$ cat src/rtl/rc4_key_search_ctrl.sv
// Brute-force key search sequencer for a single arcfour core: steps candidate
// keys, handshakes each run, and stops on a valid key, exhaustion or abort.
module rc4_key_search_ctrl #(
    parameter int unsigned          KEY_W     = 24,
    parameter logic [KEY_W-1:0]     KEY_START = '0,
    parameter logic [KEY_W-1:0]     KEY_LAST  = KEY_W'(24'h3FFFFF),
    parameter int unsigned          STRIDE    = 1
) (
    input  logic             clk,
    input  logic             reset,
    input  logic             go,
    input  logic             abort,
    input  logic             msg_valid,
    input  logic             arcfour_finished,
    output logic             start_sig,
    output logic [KEY_W-1:0] key,
    output logic             busy,
    output logic             found,
    output logic             exhausted,
    output logic             aborted,
    output logic [KEY_W-1:0] key_found,
    output logic [23:0]      attempts
);

    localparam int unsigned  ATT_W    = 24;
    localparam logic [ATT_W-1:0] ATT_MAX = {ATT_W{1'b1}};
    localparam logic [KEY_W:0]   STRIDE_X = (KEY_W+1)'(STRIDE);
    localparam logic [KEY_W:0]   LAST_X   = {1'b0, KEY_LAST};

    typedef enum logic [2:0] {
        S_IDLE,
        S_START,
        S_WAIT,
        S_RELEASE,
        S_FOUND,
        S_FAIL,
        S_ABORT
    } state_t;

    state_t             state_q, state_d;
    logic [KEY_W-1:0]   key_q, key_d;
    logic [KEY_W-1:0]   key_found_q, key_found_d;
    logic [ATT_W-1:0]   attempts_q, attempts_d;
    logic               abort_q, abort_d;
    logic               start_q, start_d;
    logic               busy_q, busy_d;
    logic               found_q, found_d;
    logic               exhausted_q, exhausted_d;
    logic               aborted_q, aborted_d;

    logic [KEY_W:0]     key_sum;
    logic               is_last;

    // Sum is widened by one bit so a carry out also counts as past the end.
    assign key_sum = {1'b0, key_q} + STRIDE_X;
    assign is_last = key_sum[KEY_W] || (key_sum > LAST_X);

    always_comb begin
        state_d     = state_q;
        key_d       = key_q;
        key_found_d = key_found_q;
        attempts_d  = attempts_q;
        abort_d     = abort_q;

        case (state_q)
            S_IDLE: begin
                if (go) begin
                    state_d    = S_START;
                    key_d      = KEY_START;
                    attempts_d = '0;
                    abort_d    = 1'b0;
                end
            end
            S_START: state_d = S_WAIT;
            S_WAIT: begin
                if (abort) begin
                    abort_d = 1'b1;
                end
                if (arcfour_finished) begin
                    if (attempts_q != ATT_MAX) begin
                        attempts_d = attempts_q + ATT_W'(1);
                    end
                    if (msg_valid) begin
                        key_found_d = key_q;
                        state_d     = S_FOUND;
                    end else if (abort_q || abort) begin
                        state_d = S_ABORT;
                    end else if (is_last) begin
                        state_d = S_FAIL;
                    end else begin
                        state_d = S_RELEASE;
                    end
                end
            end
            S_RELEASE: begin
                if (!arcfour_finished) begin
                    if (abort_q) begin
                        state_d = S_ABORT;
                    end else begin
                        key_d   = key_sum[KEY_W-1:0];
                        state_d = S_START;
                    end
                end
            end
            S_FOUND, S_FAIL, S_ABORT: begin
                if (!go) begin
                    state_d = S_IDLE;
                end
            end
            default: state_d = S_IDLE;
        endcase

        // Status flags are decoded from the next state so they register in step.
        start_d     = (state_d == S_WAIT);
        busy_d      = (state_d == S_START) || (state_d == S_WAIT) || (state_d == S_RELEASE);
        found_d     = (state_d == S_FOUND);
        exhausted_d = (state_d == S_FAIL);
        aborted_d   = (state_d == S_ABORT);
    end

    always_ff @(posedge clk) begin
        if (!reset) begin
            state_q     <= S_IDLE;
            key_q       <= KEY_START;
            key_found_q <= '0;
            attempts_q  <= '0;
            abort_q     <= 1'b0;
            start_q     <= 1'b0;
            busy_q      <= 1'b0;
            found_q     <= 1'b0;
            exhausted_q <= 1'b0;
            aborted_q   <= 1'b0;
        end else begin
            state_q     <= state_d;
            key_q       <= key_d;
            key_found_q <= key_found_d;
            attempts_q  <= attempts_d;
            abort_q     <= abort_d;
            start_q     <= start_d;
            busy_q      <= busy_d;
            found_q     <= found_d;
            exhausted_q <= exhausted_d;
            aborted_q   <= aborted_d;
        end
    end

    assign start_sig = start_q;
    assign key       = key_q;
    assign busy      = busy_q;
    assign found     = found_q;
    assign exhausted = exhausted_q;
    assign aborted   = aborted_q;
    assign key_found = key_found_q;
    assign attempts  = attempts_q;

endmodule
$ cat config.mk
export PLATFORM = sky130hd
export DESIGN_NAME = rc4_key_search_ctrl
export DESIGN_NICKNAME = d
export VERILOG_FILES = /design/src/rtl/rc4_key_search_ctrl.sv
export SDC_FILE = /design/constraint.sdc
export NUM_CORES = 1
export LEC_CHECK = 0
export ABC_AREA = 1
export BUFFER_PORTS_ARGS = -buffer_cell sky130_fd_sc_hd__buf_2
export CAP_MARGIN = 20
export CORE_AREA = 2 2 136 85
export DETAILED_ROUTE_END_ITERATION = 6
export DIE_AREA = 0 0 138 87
export GPL_TIMING_DRIVEN = 0
export HOLD_SLACK_MARGIN = 0.12
export PLACE_DENSITY = 0.74
export SLEW_MARGIN = 20
export SYNTH_ARGS = -nofsm -noshare
export SYNTH_HDL_FRONTEND = slang
export SYNTH_SLANG_ARGS = --single-unit
$ cat constraint.sdc
create_clock -name clk -period 2.15 [get_ports clk]
set_clock_uncertainty 0.1 [all_clocks]
set_input_delay 0 -clock clk [delete_from_list [all_inputs] [get_ports clk]]
set_output_delay 0 -clock clk [all_outputs]
set_load 0.02 [all_outputs]
==> summary.md, run 1 <==
| Metric | Value |
|---|---|
| Initial antenna violation count | 0 |
| Die width | 138 um |
| Area leader, netlist | dfxtp_1 |
| Chip height | 87 um |
| Status | finished, violations left |
| Number of diodes | 0 |
| Initial Utilization | 0.3889 |
| RePlAce Congestion | 0.9438 |
| Ys flop type | dfxtp_1 |
| Fmax | 0.4370 GHz |
| Syn Inst Count | 647 |
| LEAKAGE | 2.380 nW |
| DR top layer | met4 |
| DP HPWL | 9.636 mm |
| Final cycle utilization of the critical path | 1.064 |
| Met2 routed WL | 4.951 mm |
| GRT Overall Usage | 0.2156 |
| Crit path arrival time | 2430 ps |
| Max Slew Vio Count | 0 |
| Seq/Total Area, Yosys | 0.3831 |
| Combinational power share | 0.086 |
| Worst min-delay path category | primary input to flip-flop |
| PnR worst setup slack | -138.4 ps |
| Filler cell count | 1087 |
| Vias in the first global route | 3943 |
| Setup TNS | -643.7 ps |
| Drt drc | 5 |
| Slew HR | 0.3472 |
| P&R area growth vs syn | 31.04% |
| Post-Syn Nets | 656 |
| Yosys cell types | 37 |
| Cell Area, Synth | 4233 um^2 |
| Crit-path max FO | 5 |
| CORE AREA | 10890 um^2 |
| Slew of the pin with the lowest slew margin | 970.2 ps |
| Ports | 83 |
| Area after DPL | 4826 um^2 |
| Nets@finish | 771 |
| Avg WL per Cell | 14.65 um |
| Share of power burned in registers | 0.457 |
| Synth top area cells | dfxtp_1 38%, nand2_1 13%, nor2_1 9.0%, a21oi_1 7.3%, inv_1 5.9% |
| DR iter-0 viols | 454 |
| Power Total | 3.370 mW |
| Syn avg cell area | 6.542 um^2 |
| Post-Place Cells | 873 |
| YS warnings | 0 |
| Final setup vio count | 7 |
| Post-route ant nets | 0 |
| Synth top cells by count | 151 x nand2_1, 101 x nor2_1, 81 x dfxtp_1, 66 x inv_1, 62 x a21oi_1 |
| Pre-CTS setup slack | -318.2 ps |
| Global-route wire length before repair | 20.62 mm |
| Tmin final | 2288 ps |
| Switching pwr | 0.9490 mW |
| Vias | 4622 |
| RSZ-0062 raised after global routing | yes |
| Num CTS Buffers | 9 |
| Metal3 WL | 1.520 mm |
| Core Rows | 30 |
| Peak supply drop | 0.3798 mV |
| Async SR Flop Fraction | 0 |
| Most common cell in the netlist | nand2_1 |
| Register bit total from synthesis | 81 |
| Fin cells | 911 |
| Crit. End Element | flip-flop |
| Final hold vios | 0 |
| First-pass DRT Iterations | 7 |
| Layout cells sized above 1 | 0.2647 |
| CP Class | flip-flop to flip-flop |
| Largest net degree at the start of global routing | 18 |
| CTS H-tree lvls | 3 |
| Int Power | 2.421 mW |
| CP Launch Type | flip-flop |
| Wirelength, routed | 13.34 mm |
| Switching power share of the total | 0.2816 |
| Post-synth top area share | 0.3831 |
| DR vias/cell | 5.074 |
| Maxcap violations | 0 |
| Final hold slack | 145.8 ps |
| Die Area | 12010 um^2 |
| Clk root buf | clkbuf_16 |
| Clock power frac | 0.457 |
| Worst-Skew Late Latency | 350 ps |
| Violated checks | design-rule violations, negative setup slack |
| CTS tree | built |
| Number of synthesized flops with an enable pin | 0 |
| CTS clock-pin slew for the worst setup and hold paths | 70 ps |
| Total gr overflow | 0 |
| CTS Sinks | 81 |
| Clock tree buffer depth | 2 |
| Core Util, Final | 0.5095 |
| Met1 WL | 6.800 mm |
| PortBufs | 82 |
| Critical path data required time | 2290 ps |
| Fin area | 5547 um^2 |
| PD cells | 607.5 nW/um^2 |
cell usage in the layout (no fill, tap or decap), types with 5 or more instances in the layout:
cell type      synthesis  layout
o21ai_0               34      33
xor2_1                13      13
nand2_1              151     139
nor3_1                13      10
dfxtp_1               81      65
buf_4                  1      15
nor2_4                 2       7
clkbuf_16              0       9
dfxtp_2                0      13
nand2_2                7      15
nand4_1               10      10
a21oi_1               62      61
nand2_4                1       5
nand3_1               42      40
nor2_1               101      88
clkbuf_1              11       8
buf_2                  6      85
inv_1                 66      66
dlygate4sd3_1          0       5
nor2_2                 6      14
state kept, by name (all words and copies together) (netlist names):
signal and cells:
attempts 24, key 24, key_found 24, state_q 3
abort_q 1, aborted 1, busy 1, exhausted 1
found 1, start_sig 1
cell families after synthesis:
family          Yosys count  share of synthesized area
compound gates          114                     0.1425
xor+xnor                 14                    0.02897
fa+ha+maj                 3                   0.008869
buf+inv                  92                    0.08425
flops                    81                     0.3831
simple gates            343                     0.3523
power groups by stage:
| stage | Sequential, mW | Combinational, mW | Clock (mW) |
|---|---|---|---|
| after global routing | 1.54 | 0.318 | 1.62 |
| after global placement | 1.58 | 0.254 | 0 |
| after detailed placement | 1.58 | 0.256 | 0 |
| final | 1.54 | 0.291 | 1.54 |
| after floorplan | 1.60 | 0.151 | 0 |
| after CTS | 1.54 | 0.273 | 1.55 |
critical path, cell delays in order (launching register included):
cell and delay, ps:
dfxtp_4 390, ha_4 200, nand2_4 80, nor2_8 150, nand2_4 100, o21bai_1 140, nand2_1 80, nor2_1 110
nand3_1 100, nor2_2 110, nand4_1 130, nand2_1 90, nand2_1 60, nand2_2 120, nand2_2 70, nor2_1 110
nor2_1 50
path summary, 6_finish.rpt:
check	from	endpoint	slack [ps]	cells after the start
max	key[0]	busy	-140	16
min	arcfour_finished	found	150	6
max reg2reg	key[0]	busy	-140	16
min reg2reg	attempts[12]	attempts[12]	380	2
layout make-up:
| cell class | instances | area [um^2] | area share |
|---|---|---|---|
| Inverter | 74 | 285.3 | 0.05143 |
| Tap cell | 144 | 180.2 | 0.03248 |
| Sequential cell | 81 | 1649 | 0.2973 |
| Multi-Input combinational cell | 474 | 2442 | 0.4403 |
| Clock buffer | 9 | 225.2 | 0.04060 |
| Buffer | 18 | 93.84 | 0.01692 |
| Clock inverter | 7 | 66.31 | 0.01196 |
| Timing Repair Buffer | 104 | 604.3 | 0.1090 |
layer usage:
metal / track usage / vias to the layer above
met4: 0.03525 / 0
met2: 0.2777 / 210
met1: 0.3395 / 2086
li1: - / 2317
met3: 0.07367 / 9
met5: 0 / -
what timing repair did:
action,in CTS,in global routing
pin swaps,14,15
setup endpoints to repair,46,60
setup buffers,7,10
gates resized for setup,30,47
endpoints found under the hold margin,23,0
hold buffers,5,0
Power figures use the tool's default switching activity.
==> inputs of run 2 (changes only) <==
--- a/config.mk
+++ b/config.mk
@@ -14,6 +14,7 @@
 export GPL_TIMING_DRIVEN = 0
 export HOLD_SLACK_MARGIN = 0.12
 export PLACE_DENSITY = 0.74
+export RECOVER_POWER = 100
 export SLEW_MARGIN = 20
 export SYNTH_ARGS = -nofsm -noshare
 export SYNTH_HDL_FRONTEND = slang
==> run 2 against run 1 <==
Effect of this change: the flow finishes with violations (negative setup slack); via count hardly changed; fmax is 0.18% lower; global-route usage stayed put; setup slack worse by 4.0 ps; sequential share of layout area is 0.60 points higher; final cell count stayed put; die area stayed put; routed wire length is 0.64% higher; worst hold slack better by 3.4 ps; sequential power hardly changed; sequential cell count stayed put; utilization is 1.0 points lower.
==> summary.md, run 2 (synthesis results as in run 1) <==
| Metric | Value |
|---|---|
| CORE AREA | 10890 um^2 |
| Crit. End Element | flip-flop |
| Core Rows | 30 |
| Hold path endpoint | found |
| CTS H-tree lvls | 3 |
| CTS tree | built |
| CP Launch Type | flip-flop |
| Hold depth | 6 |
| Power Total | 3.358 mW |
| Status | finished, violations left |
| Clock power frac | 0.458 |
| Vias | 4620 |
| RSZ-0062 raised after global routing | yes |
| CP max stage cell | dfxtp_1 |
| Die width | 138 um |
| R2R depth | 15 |
| Reg-to-reg endpoint | busy |
| Vias in the first global route | 3943 |
| Post-route ant nets | 0 |
| Ports | 83 |
| Violated checks | negative setup slack |
| Fmax | 0.4362 GHz |
| Layout cells sized above 1 | 0.1617 |
| R2R Setup Slk | -140 ps |
| Initial Utilization | 0.3889 |
| Max incr delay on CP | 450 ps |
| Die Area | 12010 um^2 |
| First-pass DRT Iterations | 5 |
| Most frequent cells in the layout | 140 x nand2_1, 90 x nor2_1, 83 x clkbuf_1 |
| Share of power burned in registers | 0.459 |
| Worst-Skew Late Latency | 350 ps |
| Clock tree buffer depth | 2 |
| Worst min-delay path category | primary input to flip-flop |
| Chip height | 87 um |
| PnR worst setup slack | -142.5 ps |
| Avg WL per Cell | 14.74 um |
| Final hold vios | 0 |
| Clk root buf | clkbuf_16 |
| Maxcap violations | 0 |
| Total gr overflow | 0 |
| CP dominant cell by count | nand2_1 |
| DR vias/cell | 5.071 |
| DP HPWL | 9.636 mm |
| CTS clock-pin slew for the worst setup and hold paths | 70 ps |
| DR iter-0 viols | 483 |
| Max Slew Vio Count | 0 |
| P&R area growth vs syn | 28.47% |
| Combinational power share | 0.083 |
| Slew of the pin with the lowest slew margin | 982.1 ps |
| Switching pwr | 0.9465 mW |
| Tmin final | 2292 ps |
| Crit-path max FO | 7 |
| Final hold slack | 149.2 ps |
| Critical path data required time | 2290 ps |
| GRT Overall Usage | 0.2156 |
| Crit path arrival time | 2440 ps |
| Int Power | 2.412 mW |
| Global-route wire length before repair | 20.62 mm |
| PD cells | 617.6 nW/um^2 |
| Largest net degree at the start of global routing | 18 |
| CTS Sinks | 81 |
| Switching power share of the total | 0.2818 |
| Nets@finish | 771 |
| Number of diodes | 0 |
| CP Class | flip-flop to flip-flop |
| RePlAce Congestion | 0.9438 |
| Reg-to-reg critical path startpoint | key[9] |
| PortBufs | 82 |
| Final cycle utilization of the critical path | 1.066 |
| Initial antenna violation count | 0 |
| LEAKAGE | 2.051 nW |
| Drt drc | 0 |
| Commonest non-fill, non-tap cell in the layout | nand2_1 |
| Critical Path, Cell by Cell | nand2_1 > nor2_4 > nand2_1 > o21ai_1 > nand2_1 > nor2_1 > nand2_1 > nor2_2 > nand4_1 > nand2_1 > nand2_1 > nand2_2 > nand2_2 > nor2_1 > nor2_1 |
| Hold_sp | arcfour_finished |
| Final setup vio count | 9 |
| Wirelength, routed | 13.43 mm |
| Slew HR | 0.3392 |
| Num CTS Buffers | 9 |
| Peak supply drop | 0.3781 mV |
[run 2: changes by cell type in the layout (fill, tap and decap cells not counted)]
| cell | before | now |
|---|---|---|
| clkbuf_4 | 3 | 2 |
| inv_2 | 4 | 3 |
| clkbuf_2 | 3 | 5 |
| inv_1 | 66 | 67 |
| buf_2 | 85 | 9 |
| nor2_2 | 14 | 13 |
| nand2_1 | 139 | 140 |
| nand2_2 | 15 | 14 |
| nor2_4 | 7 | 6 |
| clkbuf_1 | 8 | 83 |
| nor2_1 | 88 | 90 |
| o21ai_1 | 4 | 3 |
| o21ai_0 | 33 | 34 |
[run 2: worst max-delay path, delay by kind of cell, from the launching register on]
kind / cells / cell delay (ps)
compound gates: 1 / 130
simple gates: 14 / 1510
flops: 1 / 450
[run 2: layout make-up]
type,instances,area (um^2)
inverters,74,285.3
repair buffers,104,510.5
fillers,1117,5448
well taps,144,180.2
multi-input cells,474,2430
flip-flops and latches,81,1649
clock buffers,9,225.2
clock inverters,7,66.31
plain buffers,18,91.34
[run 2: worst max-delay path by stage]
stage / end / cells after the start / startpoint / slack, ps
after floorplan: busy / 15 / key[0] / 50
after global placement: busy / 16 / key[0] / -290
after detailed placement: busy / 16 / key[0] / -320
after CTS: busy / 15 / key[1] / -120
after global routing: busy / 15 / key[11] / -270
final: busy / 15 / key[9] / -140
[run 2: power groups by stage]
stage          registers (mW)  clock network, mW  logic (mW)
3_5_place_dp             1.58                  0       0.256
2_1_floorplan            1.60                  0       0.151
3_3_place_gp             1.58                  0       0.254
5_1_grt                  1.54               1.62       0.306
4_1_cts                  1.54               1.55       0.273
6_report                 1.54               1.54       0.279
[run 2: repair_timing]
item / CTS / global route
pin swaps: 14 / 15
endpoints found under the hold margin: 23 / 0
hold buffers: 5 / 0
setup buffers: 7 / 10
gates resized for setup: 30 / 47
endpoints found under the setup margin: 46 / 60
[run 2: layer usage]
layer,track usage,up-vias,part of all wire
met5,0,-,0
met4,0.03525,0,0.0077
met3,0.07367,12,0.12
met2,0.2777,232,0.37
met1,0.3395,2057,0.51
li1,-,2319,-
[run 2: per-stage QoR]
| stage | area, um^2 | util | cells | setup slack (ps) | TNS, ps |
|---|---|---|---|---|---|
| floorplan | 4235 | - | 647 | 45.51 | 0 |
| global placement | 4826 | 0.4433 | 873 | -290.8 | -4224 |
| detailed placement | 4826 | 0.4433 | 873 | -318.2 | -4587 |
| CTS | 5338 | 0.4903 | 901 | -121.8 | -466.9 |
| global route | 5438 | 0.4995 | 911 | -269.5 | -7223 |
| finish | 5438 | 0.4995 | 911 | -142.5 | -696.9 |
==> inputs of run 3 (changes only) <==
--- a/config.mk
+++ b/config.mk
@@ -5,15 +5,14 @@
 export SDC_FILE = /design/constraint.sdc
 export NUM_CORES = 1
 export LEC_CHECK = 0
-export ABC_AREA = 1
 export BUFFER_PORTS_ARGS = -buffer_cell sky130_fd_sc_hd__buf_2
 export CAP_MARGIN = 20
-export CORE_AREA = 2 2 136 85
+export CORE_AREA = 2 2 134 84
 export DETAILED_ROUTE_END_ITERATION = 6
-export DIE_AREA = 0 0 138 87
+export DIE_AREA = 0 0 136 86
 export GPL_TIMING_DRIVEN = 0
 export HOLD_SLACK_MARGIN = 0.12
-export PLACE_DENSITY = 0.74
+export PLACE_DENSITY = 0.73
 export RECOVER_POWER = 100
 export SLEW_MARGIN = 20
 export SYNTH_ARGS = -nofsm -noshare
==> run 3 against run 2 <==
Effect of this change: the run still ends with negative setup slack left; global-route usage is 2.4 points higher; fmax fell by 17%; utilization up 5.1 points; synthesized cell count down 19%; sequential power barely moved; area after synthesis decreased by 3.7%; power shrank 2.1%; final cell count shrank 12%; non-clock buffer count increased by 37; largest power group is now clock.
==> summary.md, run 3 <==
| Metric | Value |
|---|---|
| PortBufs | 81 |
| Async SR Flop Fraction | 0 |
| Ys flop type | dfxtp_1 |
| Worst-Skew Late Latency | 340 ps |
| Vias in the first global route | 4107 |
| DP HPWL | 9.388 mm |
| CP Class | flip-flop to flip-flop |
| Chip height | 86 um |
| Core Rows | 29 |
| Peak supply drop | 0.4087 mV |
| Ports | 83 |
| DR top layer | met4 |
| Nets@finish | 665 |
| Tmin final | 2747 ps |
| DR vias/cell | 5.796 |
| Number of diodes | 0 |
| Yosys cell types | 61 |
| CP dominant cell by count | or4_4 |
| CP Launch Type | flip-flop |
| Status | finished, violations left |
| Final cycle utilization of the critical path | 1.278 |
| Most common cell in the netlist | nand2_1 |
| Crit. End Element | flip-flop |
| Num CTS Buffers | 9 |
| Max Slew Vio Count | 0 |
| Critical path data required time | 2290 ps |
| Violated checks | negative setup slack |
| Met1 WL | 6.536 mm |
| Largest net degree at the start of global routing | 15 |
| Post-Syn Nets | 532 |
| Crit path arrival time | 2890 ps |
| Met2 routed WL | 6.185 mm |
| CTS Sinks | 81 |
| Commonest non-fill, non-tap cell in the layout | nand2_1 |
| Avg WL per Cell | 18.29 um |
| Number of synthesized flops with an enable pin | 0 |
| Total gr overflow | 0 |
| Clock tree buffer depth | 2 |
| RSZ-0062 raised after global routing | yes |
| Critical Path, Cell by Cell | buf_6 > inv_2 > or4_4 > or3_1 > a22o_1 > or4_4 > a2111oi_4 |
| Slew of the pin with the lowest slew margin | 700.4 ps |
| Seq/Total Area, Yosys | 0.3979 |
| Syn Inst Count | 523 |
| CP max stage cell | or4_4 |
| Worst min-delay path category | primary input to flip-flop |
| Syn avg cell area | 7.792 um^2 |
| PnR worst setup slack | -597.2 ps |
| Register bit total from synthesis | 81 |
| CTS tree | built |
| Area after DPL | 4793 um^2 |
| Global-route wire length before repair | 21.74 mm |
| Cell Area, Synth | 4075 um^2 |
| Metal3 WL | 1.588 mm |
| Vias | 4637 |
| RePlAce Congestion | 0.9876 |
| Fin area | 5717 um^2 |
| Maxcap violations | 0 |
| Area leader, netlist | dfxtp_1 |
| Post-synth top area share | 0.3979 |
| Synth top area cells | dfxtp_1 40%, nand2_1 7.6%, a21oi_1 6.1%, nor2_1 4.5%, nand4_1 3.1% |
| PD cells | 575.2 nW/um^2 |
| CORE AREA | 10380 um^2 |
| Slew HR | 0.5281 |
| Wirelength, routed | 14.63 mm |
| Power Total | 3.288 mW |
| DR iter-0 viols | 642 |
| CTS H-tree lvls | 3 |
| First-pass DRT Iterations | 5 |
| Setup TNS | -3599 ps |
| Drt drc | 0 |
| Fmax | 0.3640 GHz |
| YS warnings | 0 |
| Initial Utilization | 0.3927 |
| Crit-path max FO | 8 |
| Post-route ant nets | 0 |
| Synth top cells by count | 82 x nand2_1, 81 x dfxtp_1, 50 x a21oi_1, 49 x nor2_1, 29 x clkbuf_1 |
| CTS clock-pin slew for the worst setup and hold paths | 60 ps |
| GRT Overall Usage | 0.2395 |
| Final setup vio count | 7 |
| Layout cells sized above 1 | 0.2950 |
| Max incr delay on CP | 550 ps |
| Clk root buf | clkbuf_16 |
| P&R area growth vs syn | 40.28% |
| LEAKAGE | 2.098 nW |
| Die width | 136 um |
| Most frequent cells in the layout | 79 x nand2_1, 56 x dfxtp_1, 50 x clkbuf_1 |
| Die Area | 11700 um^2 |
| Final hold vios | 0 |
| Initial antenna violation count | 0 |
==> run 3: changes by cell type after synthesis, moves of 8 or more <==
cell      delta
a21oi_1     -12
nand4_1     +10
o21ai_0     -14
nor2b_1      +8
inv_1       -56
clkbuf_1    +18
and3_1       +9
xnor2_1     +12
and4_1       +8
nand3_1     -27
nand2_1     -69
nor3_1       +8
nor2_1      -52
==> run 3: routing by layer <==
metal | track usage | vias up
li1 | - | 2139
met1 | 0.3432 | 2169
met2 | 0.3449 | 288
met3 | 0.07565 | 41
met4 | 0.06439 | 0
met5 | 0 | -
==> run 3: report_power, final <==
group / switching [mW] / total (mW) / leakage (nW) / internal [mW]
combinational: 0.167 / 0.248 / 1.29 / 0.0817
sequential: 0.0106 / 1.51 / 0.669 / 1.50
clock: 0.635 / 1.53 / 0.143 / 0.897
==> run 3: path summary, 6_finish.rpt <==
kind | startpoint | slack [ps] | cells past startpoint | end
worst max-delay path | key[9] | -600 | 7 | found
worst min-delay path | arcfour_finished | 120 | 4 | key_found[22]
worst max register to register | key[9] | -600 | 7 | found
worst min register to register | key_found[6] | 360 | 2 | key_found[6]
==> run 3: stage by stage <==
step	hold slack (ps)	setup slack [ps]	util	instances
after detailed placement	204.5	-841.3	0.4619	743
final	124.0	-597.2	0.5509	800
after global routing	183.1	-695.7	0.5509	800
after floorplan	40.70	-552.8	-	523
after CTS	159.6	-603.0	0.5301	790
after global placement	193.6	-828.5	0.4619	743
==> run 3: what timing repair did <==
action | CTS | global route
hold endpoints to repair | 11 | 0
gates resized for setup | 52 | 61
setup endpoints to repair | 72 | 70
hold buffers | 4 | 0
pin swaps | 19 | 20
cloned | 1 | 0
setup buffers | 32 | 11
==> run 3: kinds of logic after synthesis <==
group,count (synthesis),synth area share
xor+xnor,23,0.04943
flops,81,0.3979
mux,3,0.007676
compound gates,119,0.1858
simple gates,247,0.3046
buf+inv,47,0.04544
fa+ha+maj,3,0.009212
==> run 3: final cells by class <==
type	count	area [um^2]
plain buffers	30	211.5
clock buffers	9	225.2
clock inverters	7	68.82
fillers	971	4661
inverters	10	37.54
multi-input cells	395	2572
flip-flops and latches	81	1683
well taps	139	173.9
repair buffers	129	744.5
==> run 3: worst max-delay path, delay by kind of cell, from the launching register on <==
| kind | cells | cell delay [ps] |
|---|---|---|
| AOI/OAI and AO/OA | 2 | 610 |
| buffers and inverters | 2 | 210 |
| DFF | 1 | 340 |
| and+or+nand+nor | 3 | 1390 |
